==> src/rtl/step_pulse_gen_if.sv <==
// Move-command channel from the motion sequencer to the STEP/DIR generator.
// Latency: none (wires only).
// Backpressure: cmd_ready low means the command is ignored, not queued.
//
// Signals: cmd_valid/cmd_ready handshake, cmd_steps (step count),
// cmd_dir (direction), cmd_period (rise-to-rise period in clk cycles).
interface step_pulse_gen_if #(
    parameter int CNT_W = 16,
    parameter int PER_W = 20
);
    logic             cmd_valid;
    logic             cmd_ready;
    logic [CNT_W-1:0] cmd_steps;
    logic             cmd_dir;
    logic [PER_W-1:0] cmd_period;

    modport master (
        output cmd_valid, cmd_steps, cmd_dir, cmd_period,
        input  cmd_ready
    );

    modport slave (
        input  cmd_valid, cmd_steps, cmd_dir, cmd_period,
        output cmd_ready
    );
endinterface

==> src/rtl/step_pulse_gen.sv <==
// STEP/DIR pulse-train generator for the stepper driver pins.
// Latency: first STEP rise 1 edge after acceptance, DIR_SETUP+1 edges if DIR changes.
// Backpressure: cmd_ready = !busy; commands offered while busy are dropped.
//
// Ports: clk, rst (async active-low), cmd_if (slave side of the command
// channel), abort (level, clean stop), step/dir (registered pins),
// busy (move in progress), done (1-cycle end-of-move pulse),
// steps_left (steps not yet issued in the current/last move).
module step_pulse_gen #(
    parameter int CNT_W     = 16,
    parameter int PER_W     = 20,
    parameter int PULSE_W   = 50,
    parameter int DIR_SETUP = 100
) (
    input  logic             clk,
    input  logic             rst,
    step_pulse_gen_if.slave  cmd_if,
    input  logic             abort,
    output logic             step,
    output logic             dir,
    output logic             busy,
    output logic             done,
    output logic [CNT_W-1:0] steps_left
);

    typedef enum logic [2:0] {
        IDLE,
        DIR_WAIT,
        HIGH,
        LOW,
        FIN
    } state_t;

    // Shortest legal period: the LOW phase is never shorter than the pulse.
    localparam logic [PER_W-1:0] MIN_PERIOD = PER_W'(2 * PULSE_W);
    localparam logic [PER_W-1:0] HIGH_LOAD  = PER_W'(PULSE_W - 1);
    localparam logic [PER_W-1:0] LOW_SUB    = PER_W'(PULSE_W + 1);

    state_t           state;
    logic [PER_W-1:0] period_q;
    logic [PER_W-1:0] timer;
    logic             abort_pend;
    logic             accept;
    logic [PER_W-1:0] eff_period;

    assign cmd_if.cmd_ready = !busy;
    assign accept           = cmd_if.cmd_valid && !busy;

    always_comb begin
        eff_period = cmd_if.cmd_period;
        if (cmd_if.cmd_period < MIN_PERIOD) begin
            eff_period = MIN_PERIOD;
        end
    end

    // Timers count down to zero; a phase of N cycles is loaded with N-1.
    // DIR_WAIT is always passed through once after acceptance so STEP is a
    // registered rise one edge later; with no DIR change its count is zero.
    always_ff @(posedge clk or negedge rst) begin
        if (!rst) begin
            state      <= IDLE;
            period_q   <= '0;
            timer      <= '0;
            abort_pend <= 1'b0;
            step       <= 1'b0;
            dir        <= 1'b0;
            busy       <= 1'b0;
            done       <= 1'b0;
            steps_left <= '0;
        end else begin
            done <= 1'b0;
            case (state)
                IDLE: begin
                    if (accept) begin
                        period_q   <= eff_period;
                        dir        <= cmd_if.cmd_dir;
                        steps_left <= cmd_if.cmd_steps;
                        abort_pend <= 1'b0;
                        if (cmd_if.cmd_steps == '0) begin
                            done <= 1'b1;
                        end else begin
                            state <= DIR_WAIT;
                            busy  <= 1'b1;
                            timer <= (cmd_if.cmd_dir != dir) ? PER_W'(DIR_SETUP) : '0;
                        end
                    end
                end

                DIR_WAIT: begin
                    if (abort) begin
                        state <= FIN;
                        done  <= 1'b1;
                    end else if (timer == '0) begin
                        state <= HIGH;
                        step  <= 1'b1;
                        timer <= HIGH_LOAD;
                        if (steps_left != '0) begin
                            steps_left <= steps_left - CNT_W'(1);
                        end
                    end else begin
                        timer <= timer - PER_W'(1);
                    end
                end

                // Abort during the pulse is remembered and honoured only once
                // the full high time has elapsed, so no runt pulse reaches the pin.
                HIGH: begin
                    if (timer == '0) begin
                        step <= 1'b0;
                        if (abort || abort_pend) begin
                            state <= FIN;
                            done  <= 1'b1;
                        end else begin
                            state <= LOW;
                            timer <= period_q - LOW_SUB;
                        end
                    end else begin
                        timer <= timer - PER_W'(1);
                        if (abort) begin
                            abort_pend <= 1'b1;
                        end
                    end
                end

                LOW: begin
                    if (abort) begin
                        state <= FIN;
                        done  <= 1'b1;
                    end else if (timer == '0) begin
                        if (steps_left == '0) begin
                            state <= FIN;
                            done  <= 1'b1;
                        end else begin
                            state      <= HIGH;
                            step       <= 1'b1;
                            timer      <= HIGH_LOAD;
                            steps_left <= steps_left - CNT_W'(1);
                        end
                    end else begin
                        timer <= timer - PER_W'(1);
                    end
                end

                FIN: begin
                    state      <= IDLE;
                    busy       <= 1'b0;
                    timer      <= '0;
                    abort_pend <= 1'b0;
                end

                default: begin
                    state <= IDLE;
                    busy  <= 1'b0;
                    step  <= 1'b0;
                    timer <= '0;
                end
            endcase
        end
    end

endmodule

==> src/flat_wrapper.sv <==
// flat-port wrapper written by rule: the top's interface ports become plain ports
module step_pulse_gen_flat 
#(
    parameter int CNT_W     = 16,
    parameter int PER_W     = 20,
    parameter int PULSE_W   = 50,
    parameter int DIR_SETUP = 100
)
  (clk, rst, abort, step, dir, busy, done, steps_left, cmd_if_cmd_valid, cmd_if_cmd_steps, cmd_if_cmd_dir, cmd_if_cmd_period, cmd_if_cmd_ready);
  step_pulse_gen_if #(.CNT_W(CNT_W), .PER_W(PER_W)) cmd_if_i ();
  input  logic clk;
  input  logic rst;
  input  logic abort;
  output logic step;
  output logic dir;
  output logic busy;
  output logic done;
  output logic [CNT_W-1:0] steps_left;
  input wire logic [$bits(cmd_if_i.cmd_valid)-1:0] cmd_if_cmd_valid;
  input wire logic [$bits(cmd_if_i.cmd_steps)-1:0] cmd_if_cmd_steps;
  input wire logic [$bits(cmd_if_i.cmd_dir)-1:0] cmd_if_cmd_dir;
  input wire logic [$bits(cmd_if_i.cmd_period)-1:0] cmd_if_cmd_period;
  output wire logic [$bits(cmd_if_i.cmd_ready)-1:0] cmd_if_cmd_ready;
  assign cmd_if_i.cmd_valid = cmd_if_cmd_valid;
  assign cmd_if_i.cmd_steps = cmd_if_cmd_steps;
  assign cmd_if_i.cmd_dir = cmd_if_cmd_dir;
  assign cmd_if_i.cmd_period = cmd_if_cmd_period;
  assign cmd_if_cmd_ready = cmd_if_i.cmd_ready;
  step_pulse_gen #(.CNT_W(CNT_W), .PER_W(PER_W), .PULSE_W(PULSE_W), .DIR_SETUP(DIR_SETUP)) u_core (.clk(clk), .rst(rst), .cmd_if(cmd_if_i), .abort(abort), .step(step), .dir(dir), .busy(busy), .done(done), .steps_left(steps_left));
endmodule
==> config.mk <==
export PLATFORM = sky130hd
export DESIGN_NAME = step_pulse_gen_flat
export DESIGN_NICKNAME = d
export VERILOG_FILES = /design/src/rtl/step_pulse_gen_if.sv /design/src/rtl/step_pulse_gen.sv /design/src/flat_wrapper.sv
export SDC_FILE = /design/constraint.sdc
export NUM_CORES = 1
export LEC_CHECK = 0
export BUFFER_PORTS_ARGS = -buffer_cell sky130_fd_sc_hd__buf_2
export CORE_ASPECT_RATIO = 0.7
export CORE_MARGIN = 4
export CORE_UTILIZATION = 43
export CTS_CLUSTER_DIAMETER = 80
export CTS_CLUSTER_SIZE = 25
export DETAILED_ROUTE_END_ITERATION = 7
export GPL_TIMING_DRIVEN = 0
export PLACE_DENSITY = 0.65
export SYNTH_ARGS = -nofsm -noshare
export SYNTH_HDL_FRONTEND = slang
export SYNTH_SLANG_ARGS = --single-unit
==> constraint.sdc <==
create_clock -name clk -period 2.4 [get_ports clk]
set_input_delay 0.36 -clock clk [delete_from_list [all_inputs] [get_ports clk]]
set_output_delay 0.36 -clock clk [all_outputs]
set_load 0.02 [all_outputs]
# Word level (Yosys, flattened, before mapping)
# Index checks and enable logic that the tools add are counted.
[op_classes] muxes=53 eq_ne=20 bitwise=2 n_reduce_logical=19 magnitude_cmp=1 addsub=3
[ops] op="20-bit two-way mux" n=10
[ops] op="16-bit two-way mux" n=7
[ops] op="20-bit one-hot mux with 4 select lines" n=1
[ops] op="16-bit one-hot mux with 3 select lines" n=1
[ops] op="16-bit logical NOT" n=2
[ops] op="3-bit two-way mux" n=9
[ops] op="20-bit logical NOT" n=1
[ops] op="20-bit by 7-bit < comparator with 1-bit output (second input constant)" n=1
[ops] op="20-bit by 1-bit subtractor with 20-bit output (second input constant)" n=1
[ops] op="20-bit by 6-bit subtractor with 20-bit output (second input constant)" n=1
[ops] op="1-bit two-way mux" n=19
[ops] op="16-bit nonzero test" n=1
[ops] op="16-bit by 1-bit subtractor with 16-bit output (second input constant)" n=1
[ops] op="2-bit inequality test (second input constant)" n=6
[ops] op="3-bit one-hot mux with 4 select lines" n=1
[ops] op="2-bit by 1-bit inequality test with 1-bit output (second input constant)" n=5
[ops] op="1-bit one-hot mux with 4 select lines" n=2
[ops] op="8-bit AND reduction" n=1
[ops] op="7-bit two-way mux" n=1
[ops] op="7-bit AND reduction" n=1
[ops] op="3-bit by 2-bit == test with 1-bit output (second input constant)" n=2
[ops] op="3-bit by 2-bit inequality test with 1-bit output (second input constant)" n=2
[ops] op="3-bit inequality test (second input constant)" n=2
[ops] op="6-bit AND reduction" n=1
[ops] op="other kinds (17)" n=19
[word_totals] inputBits=41 wordCells=107 output_inout_bits=21 regBits=64

# Longest topological paths before layout
# Gate-level depths: netlist (run 1).
[logic_depth] depth_word=5 mapped_depth=10 mapped_depth_nobuf=8

# Worst setup path after synthesis (run 1)
# No wires, ideal clock.
[synth_path] path_kind="flip-flop to flip-flop" start="reg u_core.steps_left[0]" end="reg u_core.timer[18]" arrival_ns=2.252 stages_incl_launch_ff=10 path_slack_ns=0.053 n_path_buf=1 synth_period_minus_slack_ns=2.347 setup_ns=0.095 required_time_ns=2.305 path_cell_list="dfrtp_1 > inv_1 > ha_1 > nor3b_1 > nand4_1 > o31a_1 > o21ai_4 > buf_4 > o21ai_0 > o31ai_1"
[synth_between] elab_chain_cells=3
[synth_rtl] item="start: declaration" line_no="step_pulse_gen.sv:23" text="output logic [CNT_W-1:0] steps_left"
[synth_rtl] item="start signal: assignment" line_no="step_pulse_gen.sv:77" text="steps_left <= cmd_if.cmd_steps;"
[synth_rtl] item="start signal: assignment" line_no="step_pulse_gen.sv:98" text="steps_left <= steps_left - CNT_W'(1);"
[synth_rtl] item="start signal: assignment" line_no="step_pulse_gen.sv:137" text="steps_left <= steps_left - CNT_W'(1);"
[synth_rtl] item="16-bit logical NOT" line_no="step_pulse_gen.sv:130" text="if (steps_left == '0) begin"
[synth_rtl] item="3-bit inequality test (no line)"
[synth_rtl] item="6-bit AND reduction (no line)"
[synth_rtl] item="end signal: assignment" line_no="step_pulse_gen.sv:115" text="timer <= period_q - LOW_SUB;"
[synth_rtl] item="end signal: assignment" line_no="step_pulse_gen.sv:118" text="timer <= timer - PER_W'(1);"
[synth_rtl] item="end signal: assignment" line_no="step_pulse_gen.sv:140" text="timer <= timer - PER_W'(1);"
[synth_rtl] item="end: declaration" line_no="step_pulse_gen.sv:41" text="logic [PER_W-1:0] timer;"
# No other way between the ends.
# A chain may end at the register's enable or synchronous reset.

# Final worst setup path (run 1)
[layout_path] start="reg u_core.timer[6]" end="reg u_core.timer[19]"
[layout_between] elab_chain_cells=4 word_cells_on_any_way=11 classes_between="add/sub: 1; eq/ne: 2; mux: 6; reduce/logical: 2"
[layout_rtl] item="start signal: assignment" line_no="step_pulse_gen.sv:84" text="timer <= (cmd_if.cmd_dir != dir) ? PER_W'(DIR_SETUP) : '0;"
[layout_rtl] item="start signal: assignment" line_no="step_pulse_gen.sv:101" text="timer <= timer - PER_W'(1);"
[layout_rtl] item="start signal: assignment" line_no="step_pulse_gen.sv:115"
[layout_rtl] item="20-bit by 1-bit subtractor with 20-bit output / 20-bit logical NOT (equally long branches)"
[layout_rtl] item="20-bit two-way mux, on equally long branches" line_no="step_pulse_gen.sv:129, step_pulse_gen.sv:93"
[layout_rtl] item="20-bit two-way mux, on equally long branches" line_no="step_pulse_gen.sv:126, step_pulse_gen.sv:90"
[layout_rtl] item="20-bit one-hot mux with 4 select lines" line_no="step_pulse_gen.sv:72" text="case (state)"
# Parallel ways exist; a longest one is shown, timed or not. The select of a mux whose other input is x is not followed.

==> metrics.csv, run 1 <==
metric,value,unit
status,"complete, no violations",
synth unique cells,64,
Total Wirelength,13030,um
Int Pwr,4.254,mW
Starting Density,44.70,%
area grow syn2layout,26.19,%
HP Class,in2async,
overall routing resource usage,23.00,%
clock-pin slew on the worst setup and hold paths,60,ps
largest net degree at the start of global routing,65,
Iter 0 DRT Violations,408,
post-synthesis simple-gate area fraction,27.62,%
ys async rst share,100.0,%
Setup-failing EPs final,0,
clock power share,17.3,%
"most common cell after layout, fill and taps aside",nand2_1,
DP Area,4567,um2
Max Cap Violations,0,
Num CTS Buffers,9,
Sequential Area,1608,um2
sequential power share,27.5,%
Seq cells post-synth,64,
CTS Sinks,64,
deepest clock path buffer count,2,
Post-Synth XOR/XNOR Area,3.841,%
"commonest cells after routing, fill and taps aside","nand2_1 (67), buf_2 (61), dfrtp_1 (59), nor2_1 (46), o21ai_0 (38)",
post-synthesis cell count,496,
Critical Path AT,2570,ps
vias per inst,6.121,
WP data required,2620,ps
CTS H-tree lvls,3,
Max Freq,0.4242,GHz
Wirelength per Cell,18.32,um
die width,124.8,um
global-route wire length before repair,21180,um
PortBufs,61,
pre-CTS setup slack,-502.4,ps
count of yosys warnings during synthesis,0,
"Seq/Total Area, Yosys",39.02,%
I/O pin count,62,
post-DP HPWL,9265,um
fin area,5179,um2
Synth Area per Inst,8.274,um2
die height,89.74,um
Core Rows,29,
die area,11200,um2
Switch Pwr,3.956,mW
Worst Skew,7.061,ps
post-synthesis mux area share,0,%
Slew @ Worst Pin,821.2,ps
largest family of logic cells by synthesized area,simple AND/OR/NAND/NOR gates,
Post-Synth Adder-Cell Area,1.220,%
CP Max Fanout,6,
CTS tree,yes,
Mapped Nets,541,
GRT overflow,0,
initial antenna violation count,0,
DRT Pass-1 Iters,5,
Post-CTS Hold Fix Bufs,0,
Gate power share,55.2,%
ant diodes,0,
area of the multi-input gates,2530,um2
Final Power,8.210,mW
routed via count,4352,
Clock Latency Late Sink,330,ps
Nets,627,
clock root buffer master,clkbuf_16,
startpoint types,flop,
post-route setup slack,42.76,ps
Final Max Tran Viols,0,
worst vdd rail ir drop,721.2,uV
number of global-route vias before repair,4081,
number of synthesized flops with an enable pin,0,
slew margin rel.,45.26,%
worst hold slack,127.4,ps
drt drc,0,
post-route ant nets,0,
synthesized area,4104,um2
Synth Area in Compound Gates,24.91,%
minimum clock period,2357,ps
ys flop type,dfrtp_1,
critical path capture point type,flop,
area of the core,9180,um2
kind of critical path,reg2reg,
Net Sw Frac,48.18,%
Fin. Hold Viols,0,
LEAKAGE,2.196,nW
GP Congestion,0.9805,
fill count,853,
PwrDens,1585,nW/um2
share of cells above drive strength 1,25.04,%
crit share post-route,98.22,%
==> cell type report <==
type                            instances  area share (%)
Clock buffer                           10           4.421
Multi-Input combinational cell        401           48.85
Sequential cell                        64           31.05
Inverter                               10          0.7248
Buffer                                 21           2.199
Clock inverter                          6           1.788
Timing Repair Buffer                   75           7.973
Tap cell                              124           2.996
==> power groups by stage <==
stage | clock (mW) | sequential [mW] | combinational (mW)
2_1_floorplan | 0 | 2.19 | 2.74
3_3_place_gp | 0 | 2.14 | 3.90
3_5_place_dp | 0 | 2.16 | 3.97
4_1_cts | 1.43 | 2.18 | 4.18
5_1_grt | 1.50 | 2.35 | 4.94
6_report | 1.42 | 2.26 | 4.53
==> timing repair <==
action | in CTS | in global routing
resized for setup | 15 | 32
buffers inserted | 7 | 7
pin swaps | 6 | 7
endpoints found under the setup margin | 38 | 46
==> worst max-delay path: stages, from the launching register on <==
cell and delay, ps:
dfrtp_2 450, or4_4 570, nor4_4 410, a21oi_2 140, o21ai_4 220, buf_4 170
nor2_1 50, a22o_1 230
==> logic make-up (layout without fill, tap and decap cells) <==
| group | after synthesis | after routing |
|---|---|---|
| buffers and inverters | 31 | 122 |
| AOI/OAI and AO/OA | 156 | 156 |
| xor gates and xnor gates | 18 | 18 |
| DFF | 64 | 64 |
| adders and majority gates | 4 | 4 |
| and+or+nand+nor | 223 | 223 |
==> registers in the layout, summed over array words and instances (netlist names) <==
register / count
u_core.done: 1
u_core.timer: 20
u_core.steps_left: 16
u_core.period_q: 20
u_core.state: 3
u_core.busy: 1
u_core.abort_pend: 1
u_core.step: 1
u_core.dir: 1
==> worst paths after layout <==
path	start	endpoint	slack (ps)	depth (start not counted)
max in group asynchronous	rst	u_core.period_q[0]$_DFFE_PN0P_	1690	1
worst max register to register	u_core.timer[6]$_DFFE_PN0P_	u_core.timer[19]$_DFFE_PN0P_	40	7
worst min register to register	u_core.period_q[14]$_DFFE_PN0P_	u_core.period_q[14]$_DFFE_PN0P_	520	2
worst max-delay path	u_core.timer[6]$_DFFE_PN0P_	u_core.timer[19]$_DFFE_PN0P_	40	7
min in group clk	cmd_if_cmd_period[12]	u_core.period_q[12]$_DFFE_PN0P_	230	3
worst min-delay path	rst	u_core.timer[12]$_DFFE_PN0P_	130	1
==> metal layers <==
layer  vias up  wire length (um)  share of wire, %  GRT usage (%)
met4         0               128              0.98          5.657
met5         -                 0                 0              0
li1       2023                 -                 -              -
met2       233              5439                42          31.43
met1      2072              6220                48          35.05
met3        24              1240               9.5          7.050
==> metrics by stage <==
stage	std cells	util [%]	setup TNS, ps
3_5_place_dp	681	49.75	-14340
3_3_place_gp	681	49.72	-11750
2_1_floorplan	496	-	0
4_1_cts	704	54.71	0
6_report	711	56.41	0
5_1_grt	711	56.41	-230.0
==> synthesized netlist by cell type (3+ instances only) <==
master | count | share of area (%)
buf_2 | 3 | 0.37
o22a_1 | 8 | 1.7
a21oi_1 | 38 | 4.6
xor2_1 | 9 | 1.9
a31oi_1 | 14 | 2.1
xnor2_1 | 9 | 1.9
o211ai_1 | 3 | 0.55
a22oi_1 | 3 | 0.55
nand4_1 | 5 | 0.76
nand3_1 | 9 | 1.1
clkbuf_1 | 12 | 1.1
o21ai_0 | 38 | 4.6
ha_1 | 4 | 1.2
a2111oi_0 | 4 | 0.85
and2_1 | 4 | 0.61
buf_4 | 3 | 0.55
nor4_1 | 14 | 2.1
or3_1 | 6 | 0.91
inv_1 | 10 | 0.91
nor2_1 | 47 | 4.3
o21ai_1 | 13 | 1.6
nor3b_1 | 4 | 0.73
nor3_1 | 34 | 4.1
dfrtp_1 | 64 | 39
or2_2 | 4 | 0.61
or4_4 | 3 | 0.82
nand2_1 | 68 | 6.2
a311oi_1 | 3 | 0.64
a22o_1 | 9 | 1.9
nor2b_1 | 3 | 0.46
or4_1 | 6 | 1.1
Note: power is estimated with default switching activity, not from simulation.
==> run 2: changes to the inputs <==
- ABC_AREA: unset -> 1
- PLACE_DENSITY: 0.65 -> unset
- SLEW_MARGIN: unset -> 20
- TNS_END_PERCENT: unset -> 5
==> metrics.csv, run 2 <==
metric,value,unit
DP Area,5284,um2
count of yosys warnings during synthesis,0,
LEAKAGE,3.101,nW
slew margin rel.,60.90,%
kind of critical path,reg2reg,
post-route ant nets,0,
number of global-route vias before repair,4489,
top flop regs,"u_core.period_q x20, u_core.timer x20, u_core.steps_left x16",
minimum clock period,1953,ps
fill count,1078,
ys async rst share,100.0,%
Worst Skew,6.839,ps
Synth area leaders,"dfrtp_1 (34%), nand2_1 (24%), nand3_1 (8.9%), nor2_1 (7.8%), inv_1 (5.2%)",
status,"complete, no violations",
deepest clock path buffer count,2,
PwrDens,1553,nW/um2
CP Max Fanout,10,
leading cell type by number of instances after synthesis,nand2_1,
Core Rows,31,
overall routing resource usage,23.06,%
Total Wirelength,13920,um
placed cell count,975,
ant diodes,0,
Fin. Hold Viols,0,
die area,12850,um2
DRT Pass-1 Iters,5,
Mapped Nets,810,
die width,133.8,um
GRT overflow,0,
Gate power share,60.3,%
"area leader, netlist",dfrtp_1,
synthesized area,4763,um2
WP data required,2620,ps
clock root buffer master,clkbuf_16,
die height,96.06,um
worst hold slack,244.4,ps
"Seq/Total Area, Yosys",33.62,%
Synth top cells by count,"nand2_1 (309), nor2_1 (99), nand3_1 (85)",
CTS Sinks,64,
Switch Pwr,4.594,mW
fin area,5600,um2
setup TNS,0,ps
ys flop type,dfrtp_1,
Seq cells post-synth,64,
drt drc,0,
Max Cap Violations,0,
worst vdd rail ir drop,746.9,uV
Num CTS Buffers,9,
I/O pin count,62,
startpoint types,flop,
HP Class,in2reg,
Nets,884,
Iter 0 DRT Violations,473,
Clock Latency Late Sink,340,ps
crit share post-route,81.35,%
vias per inst,4.992,
share of cells above drive strength 1,15.05,%
clock power share,15.7,%
Wirelength per Cell,14.03,um
area grow syn2layout,17.57,%
global-route wire length before repair,23250,um
sequential power share,24.0,%
Slew @ Worst Pin,586.5,ps
synth unique cells,30,
Sequential Area,1602,um2
final std cells w/o fill,992,
number of synthesized flops with an enable pin,0,
Int Pwr,4.103,mW
Synth top area share,33.62,%
"commonest cells after routing, fill and taps aside","nand2_1 (309), nor2_1 (99), nand3_1 (85), buf_2 (67), inv_1 (66)",
RSZ-0062 raised after global routing,false,
initial antenna violation count,0,
"most common cell after layout, fill and taps aside",nand2_1,
GP Congestion,0.9541,
Net Sw Frac,52.83,%
largest net degree at the start of global routing,46,
post-route setup slack,447.5,ps
clock-pin slew on the worst setup and hold paths,60,ps
Final Max Tran Viols,0,
Setup-failing EPs final,0,
Starting Density,44.98,%
critical path capture point type,flop,
CTS tree,yes,
Final Power,8.697,mW
Util after Layout,52.89,%
area of the multi-input gates,2770,um2
Synth Area per Inst,6.227,um2
post-synthesis cell count,765,
pre-CTS setup slack,463.1,ps
Max Freq,0.5122,GHz
area of the core,10590,um2
PortBufs,61,
CTS H-tree lvls,3,
Critical Path AT,2180,ps
post-DP HPWL,10860,um
routed via count,4952,
## run 2: changes by cell type after synthesis, moves of 10 or more
cell	previous run	this run
nor3_1	34	3
a21oi_1	38	10
inv_1	10	66
nand2_1	68	309
o21ai_1	13	3
a31oi_1	14	0
nor4_1	14	2
nor2_1	47	99
clkbuf_1	12	2
nand3_1	9	85
## run 2: final cells by class
type                    instances  share of cell area [%]
multi-input cells             610                   49.46
inverters                      74                   4.960
plain buffers                  17                   2.033
clock buffers                  10                   4.267
clock inverters                 6                   1.206
flip-flops and latches         64                   28.60
well taps                     148                   3.307
repair buffers                 63                   6.166
## run 2: path summary, 6_finish.rpt
kind / slack [ps] / cells after the start / from / to
min: 240 / 3 / cmd_if_cmd_period[11] / u_core.period_q[11]$_DFFE_PN0P_
max: 450 / 12 / u_core.steps_left[0]$_DFFE_PN0P_ / u_core.timer[11]$_DFFE_PN0P_
min in group asynchronous: 470 / 2 / rst / u_core.steps_left[11]$_DFFE_PN0P_
max in group asynchronous: 1410 / 3 / rst / u_core.period_q[0]$_DFFE_PN0P_
max reg2reg: 450 / 12 / u_core.steps_left[0]$_DFFE_PN0P_ / u_core.timer[11]$_DFFE_PN0P_
min reg2reg: 480 / 2 / u_core.step$_DFFE_PN0P_ / u_core.step$_DFFE_PN0P_
## run 2: worst max-delay path: stages, from the launching register on
cell	delay, ps
dfrtp_1	400
inv_1	110
ha_1	240
nand2_1	120
nor2_2	210
nand2_1	120
nor2_1	110
nand2_1	80
nand3_1	60
nor2_1	50
buf_2	210
nand2_1	80
nand2_1	50
## run 2: power groups by stage
stage	clock network, mW	logic (mW)	registers (mW)
2_1_floorplan	0	3.72	2.14
3_3_place_gp	0	5.14	2.07
3_5_place_dp	0	5.19	2.09
4_1_cts	1.39	5.21	2.07
5_1_grt	1.45	5.99	2.16
6_report	1.36	5.25	2.09
## run 2: cells by family (layout without fill, tap and decap cells)
logic type / count (synthesis) / count (layout) / synth area share, %
DFF: 64 / 64 / 33.62
xor gates and xnor gates: 13 / 13 / 2.390
adders and majority gates: 4 / 4 / 1.051
AOI/OAI and AO/OA: 53 / 53 / 5.831
and+or+nand+nor: 540 / 540 / 48.88
buffers and inverters: 91 / 170 / 8.222
## run 2: repair_timing
item / 4_1_cts / 5_1_grt
setup buffers: 0 / 0
hold buffers: 1 / 0
endpoints found under the hold margin: 19 / 0
resized for setup: 0 / 0
## run 2: layer usage
| layer | GRT usage (%) | part of all wire [%] |
|---|---|---|
| met5 | 0 | 0 |
| met4 | 5.308 | 1.0 |
| met3 | 5.590 | 7.4 |
| met2 | 30.29 | 37 |
| met1 | 36.92 | 55 |
